--- src/rtl/ao222_stim_pkg.sv ---
// Shared definitions for the AO222 exhaustive stimulus generator:
// FSM states, MODE encodings, sweep length and LFSR constants.
package ao222_stim_pkg;

  typedef enum logic [1:0] {
    ST_IDLE   = 2'd0,
    ST_APPLY  = 2'd1,
    ST_FINISH = 2'd2
  } state_e;

  localparam logic [1:0] MODE_BIN  = 2'b00;
  localparam logic [1:0] MODE_GRAY = 2'b01;
  localparam logic [1:0] MODE_LFSR = 2'b10;
  localparam logic [1:0] MODE_RSVD = 2'b11;

  localparam int         NUM_VEC   = 64;
  localparam logic [5:0] LAST_IDX  = 6'(NUM_VEC - 1);

  // Fibonacci LFSR x^6 + x^5 + 1: feedback from bits 5 and 4, shift left.
  localparam logic [5:0] LFSR_SEED = 6'b000001;
  localparam logic [5:0] LFSR_TAPS = 6'b110000;

  function automatic logic [5:0] lfsr_step(input logic [5:0] s);
    return {s[4:0], ^(s & LFSR_TAPS)};
  endfunction

  function automatic logic [5:0] bin2gray(input logic [5:0] b);
    return b ^ (b >> 1);
  endfunction

  // Reference AO222 function; vec[0] is IN1 ... vec[5] is IN6.
  function automatic logic ao222_ref(input logic [5:0] v);
    return (v[0] & v[1]) | (v[2] & v[3]) | (v[4] & v[5]);
  endfunction

endpackage

--- src/rtl/ao222_vec_seq.sv ---
// Vector sequencer: index, LFSR and mode mux. Holds the currently applied
// 6-bit vector in a register so the cell inputs come straight from flops.
module ao222_vec_seq
  import ao222_stim_pkg::*;
(
  input  logic       clk_i,
  input  logic       rst_n_i,
  input  logic       start_i,
  input  logic [1:0] mode_i,
  input  logic       adv_i,
  input  logic       stop_i,
  output logic [5:0] vec_o,
  output logic       last_o
);

  logic [1:0] mode_q, mode_d;
  logic [5:0] idx_q, idx_d;
  logic [5:0] lfsr_q, lfsr_d;
  logic [5:0] vec_q, vec_d;
  logic [5:0] idx_nx_s;
  logic [5:0] lfsr_nx_s;

  // Next index/LFSR/vector: load first vector on start, step on advance, zero on stop.
  always_comb begin
    mode_d    = mode_q;
    idx_d     = idx_q;
    lfsr_d    = lfsr_q;
    vec_d     = vec_q;
    idx_nx_s  = idx_q + 6'd1;
    lfsr_nx_s = lfsr_step(lfsr_q);
    if (start_i) begin
      mode_d = mode_i;
      idx_d  = 6'd0;
      lfsr_d = LFSR_SEED;
      vec_d  = (mode_i == MODE_LFSR) ? LFSR_SEED : 6'd0;
    end else if (stop_i) begin
      idx_d  = 6'd0;
      lfsr_d = LFSR_SEED;
      vec_d  = 6'd0;
    end else if (adv_i) begin
      idx_d  = idx_nx_s;
      lfsr_d = lfsr_nx_s;
      case (mode_q)
        MODE_GRAY: vec_d = bin2gray(idx_nx_s);
        // 63 LFSR states cover every non-zero vector; all-zero closes the sweep.
        MODE_LFSR: vec_d = (idx_nx_s == LAST_IDX) ? 6'd0 : lfsr_nx_s;
        MODE_BIN,
        MODE_RSVD: vec_d = idx_nx_s;
        default:   vec_d = idx_nx_s;
      endcase
    end else begin
      vec_d = vec_q;
    end
  end

  // Sequencer state registers.
  always_ff @(posedge clk_i or negedge rst_n_i) begin
    if (!rst_n_i) begin
      mode_q <= MODE_BIN;
      idx_q  <= 6'd0;
      lfsr_q <= LFSR_SEED;
      vec_q  <= 6'd0;
    end else begin
      mode_q <= mode_d;
      idx_q  <= idx_d;
      lfsr_q <= lfsr_d;
      vec_q  <= vec_d;
    end
  end

  assign vec_o  = vec_q;
  assign last_o = (idx_q == LAST_IDX);

endmodule

--- src/rtl/ao222_stim_gen.sv ---
// Exhaustive stimulus generator / checker for an AO222X1 cell: sweeps all
// 64 input vectors, holds each HOLD cycles, checks Q_DUT at the end of each
// hold and counts mismatches and output transitions.
module ao222_stim_gen
  import ao222_stim_pkg::*;
#(
  parameter int HOLD  = 4,
  parameter int TOG_W = 16
) (
  input  logic             CLK,
  input  logic             RSTB,
  input  logic             START,
  input  logic [1:0]       MODE,
  output logic             IN1,
  output logic             IN2,
  output logic             IN3,
  output logic             IN4,
  output logic             IN5,
  output logic             IN6,
  input  logic             Q_DUT,
  output logic             BUSY,
  output logic             DONE,
  output logic [6:0]       ERR_CNT,
  output logic [TOG_W-1:0] TOG_CNT
);

  localparam logic [7:0]       HOLD_LAST = 8'(HOLD - 1);
  localparam logic [6:0]       ERR_MAX   = 7'd127;
  localparam logic [TOG_W-1:0] TOG_MAX   = {TOG_W{1'b1}};
  localparam logic [TOG_W-1:0] TOG_ONE   = {{(TOG_W-1){1'b0}}, 1'b1};

  state_e           state_q, state_d;
  logic [7:0]       hold_q, hold_d;
  logic             busy_q, busy_d;
  logic             done_q, done_d;
  logic [6:0]       err_q, err_d;
  logic [TOG_W-1:0] tog_q, tog_d;
  logic             qref_q, qref_d;
  logic             first_q, first_d;

  logic             accept_s, sample_s, adv_s, stop_s;
  logic             hold_last_s;
  logic             last_s;
  logic [5:0]       vec_s;

  assign hold_last_s = (hold_q == HOLD_LAST);

  ao222_vec_seq u_seq (
    .clk_i   (CLK),
    .rst_n_i (RSTB),
    .start_i (accept_s),
    .mode_i  (MODE),
    .adv_i   (adv_s),
    .stop_i  (stop_s),
    .vec_o   (vec_s),
    .last_o  (last_s)
  );

  // FSM state register.
  always_ff @(posedge CLK or negedge RSTB) begin
    if (!RSTB) begin
      state_q <= ST_IDLE;
    end else begin
      state_q <= state_d;
    end
  end

  // FSM next state: START only matters in IDLE; leave APPLY after the 64th sample.
  always_comb begin
    state_d = state_q;
    case (state_q)
      ST_IDLE:   state_d = START ? ST_APPLY : ST_IDLE;
      ST_APPLY:  state_d = (hold_last_s && last_s) ? ST_FINISH : ST_APPLY;
      ST_FINISH: state_d = ST_IDLE;
      default:   state_d = ST_IDLE;
    endcase
  end

  // FSM outputs: sequencer strobes and next values of the BUSY/DONE flops.
  always_comb begin
    accept_s = 1'b0;
    sample_s = 1'b0;
    adv_s    = 1'b0;
    stop_s   = 1'b0;
    busy_d   = 1'b0;
    done_d   = 1'b0;
    case (state_q)
      ST_IDLE: begin
        accept_s = START;
        busy_d   = START;
      end
      ST_APPLY: begin
        sample_s = hold_last_s;
        adv_s    = hold_last_s && !last_s;
        stop_s   = hold_last_s && last_s;
        busy_d   = !(hold_last_s && last_s);
        done_d   = hold_last_s && last_s;
      end
      ST_FINISH: begin
        busy_d = 1'b0;
        done_d = 1'b0;
      end
      default: begin
        busy_d = 1'b0;
        done_d = 1'b0;
      end
    endcase
  end

  // Hold counter, reference compare and saturating error/toggle counters.
  always_comb begin
    hold_d  = hold_q;
    err_d   = err_q;
    tog_d   = tog_q;
    qref_d  = qref_q;
    first_d = first_q;
    if (accept_s) begin
      hold_d  = 8'd0;
      err_d   = 7'd0;
      tog_d   = {TOG_W{1'b0}};
      first_d = 1'b1;
    end else begin
      if (state_q == ST_APPLY) begin
        hold_d = hold_last_s ? 8'd0 : (hold_q + 8'd1);
      end else begin
        hold_d = 8'd0;
      end
      if (sample_s && (Q_DUT != ao222_ref(vec_s)) && (err_q != ERR_MAX)) begin
        err_d = err_q + 7'd1;
      end else begin
        err_d = err_q;
      end
      // First BUSY cycle only captures the reference level, later ones count edges.
      if (busy_q) begin
        qref_d = Q_DUT;
        if (first_q) begin
          first_d = 1'b0;
        end else if ((Q_DUT != qref_q) && (tog_q != TOG_MAX)) begin
          tog_d = tog_q + TOG_ONE;
        end else begin
          tog_d = tog_q;
        end
      end else begin
        qref_d = qref_q;
      end
    end
  end

  // Datapath and output flag registers.
  always_ff @(posedge CLK or negedge RSTB) begin
    if (!RSTB) begin
      hold_q  <= 8'd0;
      busy_q  <= 1'b0;
      done_q  <= 1'b0;
      err_q   <= 7'd0;
      tog_q   <= {TOG_W{1'b0}};
      qref_q  <= 1'b0;
      first_q <= 1'b0;
    end else begin
      hold_q  <= hold_d;
      busy_q  <= busy_d;
      done_q  <= done_d;
      err_q   <= err_d;
      tog_q   <= tog_d;
      qref_q  <= qref_d;
      first_q <= first_d;
    end
  end

  assign {IN6, IN5, IN4, IN3, IN2, IN1} = vec_s;
  assign BUSY    = busy_q;
  assign DONE    = done_q;
  assign ERR_CNT = err_q;
  assign TOG_CNT = tog_q;

endmodule

--- config.mk ---
export PLATFORM = sky130hd
export DESIGN_NAME = ao222_stim_gen
export DESIGN_NICKNAME = d
export VERILOG_FILES = /design/src/rtl/ao222_stim_pkg.sv /design/src/rtl/ao222_vec_seq.sv /design/src/rtl/ao222_stim_gen.sv
export SDC_FILE = /design/constraint.sdc
export NUM_CORES = 1
export LEC_CHECK = 0
export ABC_AREA = 1
export BUFFER_PORTS_ARGS = -buffer_cell sky130_fd_sc_hd__buf_2
export CAP_MARGIN = 20
export CORE_UTILIZATION = 58
export DETAILED_ROUTE_END_ITERATION = 6
export GPL_ROUTABILITY_DRIVEN = 0
export MAX_ROUTING_LAYER = met4
export PLACE_DENSITY = 0.76
export SLEW_MARGIN = 20
export SYNTH_ARGS = -nofsm -noshare
export SYNTH_HDL_FRONTEND = slang
export SYNTH_HIERARCHICAL = 1
export SYNTH_SLANG_ARGS = --single-unit
export TNS_END_PERCENT = 100
--- constraint.sdc ---
create_clock -name CLK -period 2.6 [get_ports CLK]
set_input_delay 0.13 -clock CLK [delete_from_list [all_inputs] [get_ports CLK]]
set_output_delay 0.13 -clock CLK [all_outputs]
set_load 0.05 [all_outputs]
# Yosys cells after proc, flatten, opt, wreduce, memory -nomap -nowiden
# Index checks and enable logic that the tools add are counted.
[classes] n_bitwise=7 n_reduce_logical=17 muxes=31 n_eq_ne=13 addsub=4
[op_table] operator="$mux 16" count=4
[op_table] operator="$mux 6" count=10
[op_table] operator="$mux 8" count=3
[op_table] operator="$pmux 6 s3" count=1
[op_table] operator="$add 16x1->16 const B" count=1
[op_table] operator="$ne 16x16->1 const B" count=1
[op_table] operator="$mux 7" count=2
[op_table] operator="$eq 6x6->1 const B" count=2
[op_table] operator="$add 8x1->8 const B" count=1
[op_table] operator="$eq 8x2->1 const B" count=1
[op_table] operator="$mux 1" count=8
[op_table] operator="$add 7x1->7 const B" count=1
[op_table] operator="$ne 7x7->1 const B" count=1
[op_table] operator="$add 6x1->6 const B" count=1
[op_table] operator="$eq 2x2->1 const B" count=3
[op_table] operator="$reduce_bool 2->1" count=3
[op_table] operator="$reduce_xor 6->1" count=1
[op_table] operator="$xor 6x5->6" count=1
[op_table] operator="$logic_and 1x1->1" count=5
[op_table] operator="$eq 2x1->1 const B" count=2
[op_table] operator="$logic_not 2->1" count=2
[op_table] operator="$pmux 2 s2" count=1
[op_table] operator="$and 1x1->1" count=3
[op_table] operator="$reduce_and 3->1" count=1
[op_table] operator="10 further kinds" count=13
[totals] wordCells=84 ff_bits=57 out_inout_bits=31 input_bits=6

# Depth between registers and ports, before layout
[depth] word_depth=8 mapped_depth=14 ltp_nobuf=14

# By module
# The synthesis kept the hierarchy.
[by_module_without_submodules] module="ao222_stim_gen" seq_area_each_um2=900.9 cells_per_inst=284 area_each_um2=2065.7 instances=1
[by_module_without_submodules] module="ao222_vec_seq" seq_area_each_um2=501.7 cells_per_inst=145 area_each_um2=1134.8 instances=1

# Worst setup path after synthesis
# OpenSTA, ideal clock, no wires.
[synth_path] path_kind="register to register" start="register state_q[0]" end="register u_seq.vec_q[5], in the netlist u_seq/vec_o[5]" arrival_ns=1.816 required_time_ns=2.476 path_buffers=0 slack_ns=0.660 path_stages_with_launch=10 setup_ns=0.124 period_less_slack_ns=1.940 path_cell_list="dfrtp_1 inv_2 nor2_1 nand3_1 nor2_1 nor2_2 nand2_2 inv_2 a22oi_1 nand2_1"
[synth_between] elab_chain_cells=4 word_cells_on_any_way=8 classes_between="eq/ne (1); mux (5); reduce/logical (2)"
[synth_lines] element="from (decl)" line_no="ao222_stim_gen.sv:32" rtl="state_e state_q, state_d;"
[synth_lines] element="from (signal assigned)" line_no="ao222_stim_gen.sv:64" rtl="state_q <= state_d;"
[synth_lines] element="$eq 2x1->1 *"
[synth_lines] element="$mux 1 *"
[synth_lines] element="via done_d" line_no="ao222_stim_gen.sv:35" rtl="logic done_q, done_d;"
[synth_lines] element="$mux 6" line_no="ao222_vec_seq.sv:36" rtl="end else if (stop_i) begin"
[synth_lines] element="$mux 6" line_no="ao222_vec_seq.sv:31" rtl="if (start_i) begin"
[synth_lines] element="to (signal assigned)" line_no="ao222_vec_seq.sv:67" rtl="vec_q <= vec_d;"
[synth_lines] element="to (decl)" line_no="ao222_vec_seq.sv:19" rtl="logic [5:0] vec_q, vec_d;"
# The timed path passes the listed nets; every way through them passes the cells marked *.
# A chain may end at the register's enable or synchronous reset.

# Worst setup path after layout
[layout_path] start="register u_seq.idx_q[0]" end="register u_seq.vec_q[3], in the netlist u_seq/vec_o[3]"
[layout_between] word_cells_on_any_way=15 classes_between="add/sub (1); eq/ne (2); mux (7); bitwise (1); reduce/logical (4)"
[layout_lines] element="from (decl)" line_no="ao222_vec_seq.sv:17" rtl="logic [5:0] idx_q, idx_d;"
[layout_lines] element="from (signal assigned)" line_no="ao222_vec_seq.sv:65" rtl="idx_q <= idx_d;"
[layout_lines] element="$eq 6x6->1 *" line_no="ao222_vec_seq.sv:72" rtl="assign last_o = (idx_q == LAST_IDX);"
[layout_lines] element="via last_s" line_no="ao222_stim_gen.sv:43" rtl="logic last_s;"
[layout_lines] element="$logic_and 1x1->1 *"
[layout_lines] element="$mux 1 *"
[layout_lines] element="via done_d" line_no="ao222_stim_gen.sv:35"
[layout_lines] element="$mux 6" line_no="ao222_vec_seq.sv:36"
[layout_lines] element="$mux 6" line_no="ao222_vec_seq.sv:31"
# The timed path passes the listed nets; every way through them passes the cells marked *. The select of a mux whose other input is x is not followed.

==> reports/metrics.json <==
{
  "yosys": {
    "syn_nets": 444,
    "synth_seq_cells": 56,
    "ys_warn_count": 6,
    "synthCells": 429,
    "syn_avg_cell_area_um2": 7.46,
    "synth_area_um2": 3200,
    "ys_types": 31,
    "area_leader_netlist": "sky130_fd_sc_hd__dfrtp_1",
    "synth_top_cells_by_area": "sky130_fd_sc_hd__dfrtp_1, sky130_fd_sc_hd__nand2_1, sky130_fd_sc_hd__nand3_1",
    "synthDominantCellAreaShare_pct": 43.0,
    "yosysSeqAreaShare_pct": 43.8
  },
  "worst_setup_path": {
    "cpPeakStageDelay_ps": 490,
    "cp_slowest_cell": "sky130_fd_sc_hd__dfrtp_1",
    "ff2ff_setup_slack_ps": 340,
    "crit_path_end": "u_seq/vec_o[3]",
    "rr_endpoint": "u_seq/vec_o[3]",
    "critPathLaunchType": "flip-flop",
    "critical_path_required_ps": 2810,
    "reg2reg_depth": 14,
    "crit_path_frequent_cell": "sky130_fd_sc_hd__nand2_1",
    "critical_path_fanouts_max": 9,
    "path_cells": "ha_1, nand2_1, inv_1, nand2_1, nor2_1, inv_1, nor2_1, nor2_2, nand2_1, inv_1, nand3_1, nand2_1, nand2_1, nand2_1",
    "cp-end-kind": "flip-flop",
    "arrival_ps": 2470,
    "timing.setup.critical_path_class": "flip-flop to flip-flop",
    "cp-startpoint": "u_seq/idx_q[0]",
    "r2r-start": "u_seq/idx_q[0]"
  },
  "global_route": {
    "grt_pass1_wl_um": 12600,
    "grt_start_max_net_pins": 40,
    "gr-total-overflow": 0,
    "antenna_found_initial": 0,
    "grt.total_usage_pct": 27.6,
    "vias_in_the_first_global_route": 2757
  },
  "routing": {
    "route.vias.total": 2929,
    "drc": 0,
    "firstDrtPassIters": 4,
    "detail_route.wirelength_um": 7050,
    "wl_per_cell_um": 13.0,
    "routed_via_density": 5.39,
    "postRouteAntennaNets": 0,
    "drt_iter0_drc": 161
  },
  "layout": {
    "num-fill-cells": 468,
    "final_net_count": 487,
    "total_area_of_sequential_cells_um2": 1400,
    "areaGrowthSynthToFinish_pct": 11.6,
    "area_occupied_by_multi_input_gates_um2": 1560,
    "final_layout_size_suffix_gt1_share_pct": 15.2,
    "antennaDiodeCount": 0
  },
  "worst_hold_path": {
    "hold_class": "primary input to flip-flop"
  },
  "power": {
    "p_per_area_nw_per_um2": 564,
    "leakagePower_nw": 1.95,
    "power.ir.vdd_worst_mv": 0.588,
    "finalPower_w": 0.00202
  },
  "clocking": {
    "clk-insertion-delay-late_ps": 310,
    "clk_pin_slew_ps": 100,
    "cts_resized": 0,
    "numCtsBuffers": 5,
    "cts.root.buffer_cell": "sky130_fd_sc_hd__clkbuf_8",
    "max_clock_buf_depth": 2,
    "clock-sinks": 56,
    "cts_max_level": 2,
    "cts_tree": "done"
  },
  "die": {
    "die_height_um": 76.3,
    "floorplan.core_area_um2": 5200,
    "start_util_pct": 61.5,
    "placementRows": 26,
    "die_w_um": 76.3,
    "die_outline_area_um2": 5820,
    "io_pins": 37
  },
  "timing": {
    "setup_tns_after_final_layout_ps": 0,
    "rsz0062_at_grt": "no",
    "fin_crit_sh_pct": 86.8,
    "final_report_hold_violation_count": 0,
    "slew_at_the_pin_closest_to_its_max_slew_limit_ps": 884,
    "slew_viol_final": 0,
    "setup_viol": 0,
    "clock_skew_ps": 7.14,
    "post-route-min-period_ps": 2260,
    "max-slew-margin-rel_pct": 41.1,
    "achievable-frequency_mhz": 443
  },
  "place": {
    "hpwlAfterDp_um": 5210,
    "port-buffer-count": 36
  },
  "run_status": {
    "outcome": "completed"
  },
  "run": {
    "cap_viol_max_count": 0
  }
}
## placed cells by master (no fill, tap or decap), types with 2 or more instances in the layout
cell type	count
sky130_fd_sc_hd__dfrtp_1	55
sky130_fd_sc_hd__nand2_1	138
sky130_fd_sc_hd__nor2_1	39
sky130_fd_sc_hd__buf_4	4
sky130_fd_sc_hd__o22ai_1	6
sky130_fd_sc_hd__a22oi_1	2
sky130_fd_sc_hd__nor3_1	3
sky130_fd_sc_hd__nor2_2	6
sky130_fd_sc_hd__xnor2_1	2
sky130_fd_sc_hd__o211ai_1	2
sky130_fd_sc_hd__nand4_1	23
sky130_fd_sc_hd__nand3_1	39
sky130_fd_sc_hd__inv_1	50
sky130_fd_sc_hd__buf_2	36
sky130_fd_sc_hd__xor2_1	7
sky130_fd_sc_hd__nand3_2	2
sky130_fd_sc_hd__inv_2	6
sky130_fd_sc_hd__o21bai_1	3
sky130_fd_sc_hd__nor2_4	4
sky130_fd_sc_hd__clkbuf_8	5
sky130_fd_sc_hd__ha_1	9
sky130_fd_sc_hd__nand2_2	2
sky130_fd_sc_hd__o21ai_0	15
sky130_fd_sc_hd__a21oi_1	5
## power by group
group,internal [W],switching (W),total (W)
logic,0.000124,0.000376,0.000500
registers,0.000932,0.0000937,0.00103
clock network,0.000194,0.000296,0.000489
total,0.00125,0.000765,0.00202
## final cells by class
| cell class | instances | area share (%) |
|---|---|---|
| Tap cell | 70 | 2.45 |
| Clock buffer | 5 | 1.93 |
| Clock inverter | 3 | 0.631 |
| Multi-Input combinational cell | 312 | 43.7 |
| Timing Repair Buffer | 41 | 6.17 |
| Inverter | 56 | 5.89 |
| Sequential cell | 56 | 39.3 |
## flip-flops by register name, indices dropped and copies added (netlist names)
name / count
DONE: 1
u_seq/mode_q: 2
qref_q: 1
u_seq/vec_o: 6
u_seq/idx_q: 6
u_seq/lfsr_q: 6
TOG_CNT: 16
state_q: 2
hold_q: 8
first_q: 1
ERR_CNT: 7
## cells in the mapped netlist
master                     number
sky130_fd_sc_hd__nand2_1      138
sky130_fd_sc_hd__dfrtp_1       55
sky130_fd_sc_hd__inv_1         50
sky130_fd_sc_hd__nand3_1       39
sky130_fd_sc_hd__nor2_1        39
sky130_fd_sc_hd__nand4_1       23
sky130_fd_sc_hd__o21ai_0       15
sky130_fd_sc_hd__ha_1           9
sky130_fd_sc_hd__xor2_1         7
sky130_fd_sc_hd__inv_2          6
sky130_fd_sc_hd__nor2_2         6
sky130_fd_sc_hd__o22ai_1        6
sky130_fd_sc_hd__a21oi_1        5
sky130_fd_sc_hd__nor2_4         4
sky130_fd_sc_hd__nor3_1         3
sky130_fd_sc_hd__o21bai_1       3
sky130_fd_sc_hd__a22oi_1        2
sky130_fd_sc_hd__buf_2          2
sky130_fd_sc_hd__nand2_2        2
sky130_fd_sc_hd__nand3_2        2
sky130_fd_sc_hd__o211ai_1       2
sky130_fd_sc_hd__xnor2_1        2
sky130_fd_sc_hd__buf_1          1
sky130_fd_sc_hd__buf_6          1
sky130_fd_sc_hd__clkbuf_1       1
sky130_fd_sc_hd__dfstp_2        1
sky130_fd_sc_hd__nor3b_1        1
sky130_fd_sc_hd__o21ai_1        1
sky130_fd_sc_hd__o21ai_2        1
sky130_fd_sc_hd__or2_2          1
sky130_fd_sc_hd__xor2_2         1
## cells by family (layout without fill, tap and decap cells)
| family | Yosys count | count (layout) | share of synthesized area [%] |
|---|---|---|---|
| fa+ha+maj | 9 | 9 | 3.52 |
| buf+inv | 61 | 105 | 7.47 |
| compound gates | 35 | 35 | 6.37 |
| flops | 56 | 56 | 43.8 |
| simple gates | 258 | 258 | 35.8 |
| xor+xnor | 10 | 10 | 2.97 |
## worst max-delay path: cells and delay by family, from the launching register on
family,cells,cell delay [ps]
AND/OR/NAND/NOR,10,1080
flip-flops,1,490
buffers and inverters,3,360
adder cells (fa/ha/maj),1,240
## repair_timing
item | 4_1_cts | 5_1_grt
setup buffers | 0 | 0
hold buffers | 1 | 0
hold endpoints to repair | 37 | 0
## through the flow
step | setup slack [ps] | hold slack [ps] | area [um^2] | util (%) | instances
after CTS | 360 | 35.1 | 3570 | 68.6 | 543
after detailed placement | 384 | 304 | 3470 | 66.7 | 534
final | 344 | 42.4 | 3570 | 68.6 | 543
after global placement | 494 | 302 | 3470 | 66.7 | 534
after global routing | 60.1 | 54.8 | 3570 | 68.6 | 543
after floorplan | 660 | -166 | 3200 | - | 429
## worst min path at each step
stage,start,endpoint,slack (ps),depth (start not counted)
after floorplan,RSTB,DONE,-170,0
after global placement,RSTB,u_seq/idx_q[2],300,1
after detailed placement,RSTB,u_seq/idx_q[2],300,1
after CTS,MODE[0],u_seq/mode_q[0],40,3
after global routing,MODE[1],u_seq/mode_q[1],50,3
final,MODE[1],u_seq/mode_q[1],40,3
## layer usage
metal	vias to the layer above	track usage, %	wire, um
met5	-	-	0
met4	0	5.38	46
met3	5	3.59	312
met2	76	44.0	3250
met1	1375	38.3	3440
li1	1473	-	-
(Power assumes the default switching activity.)
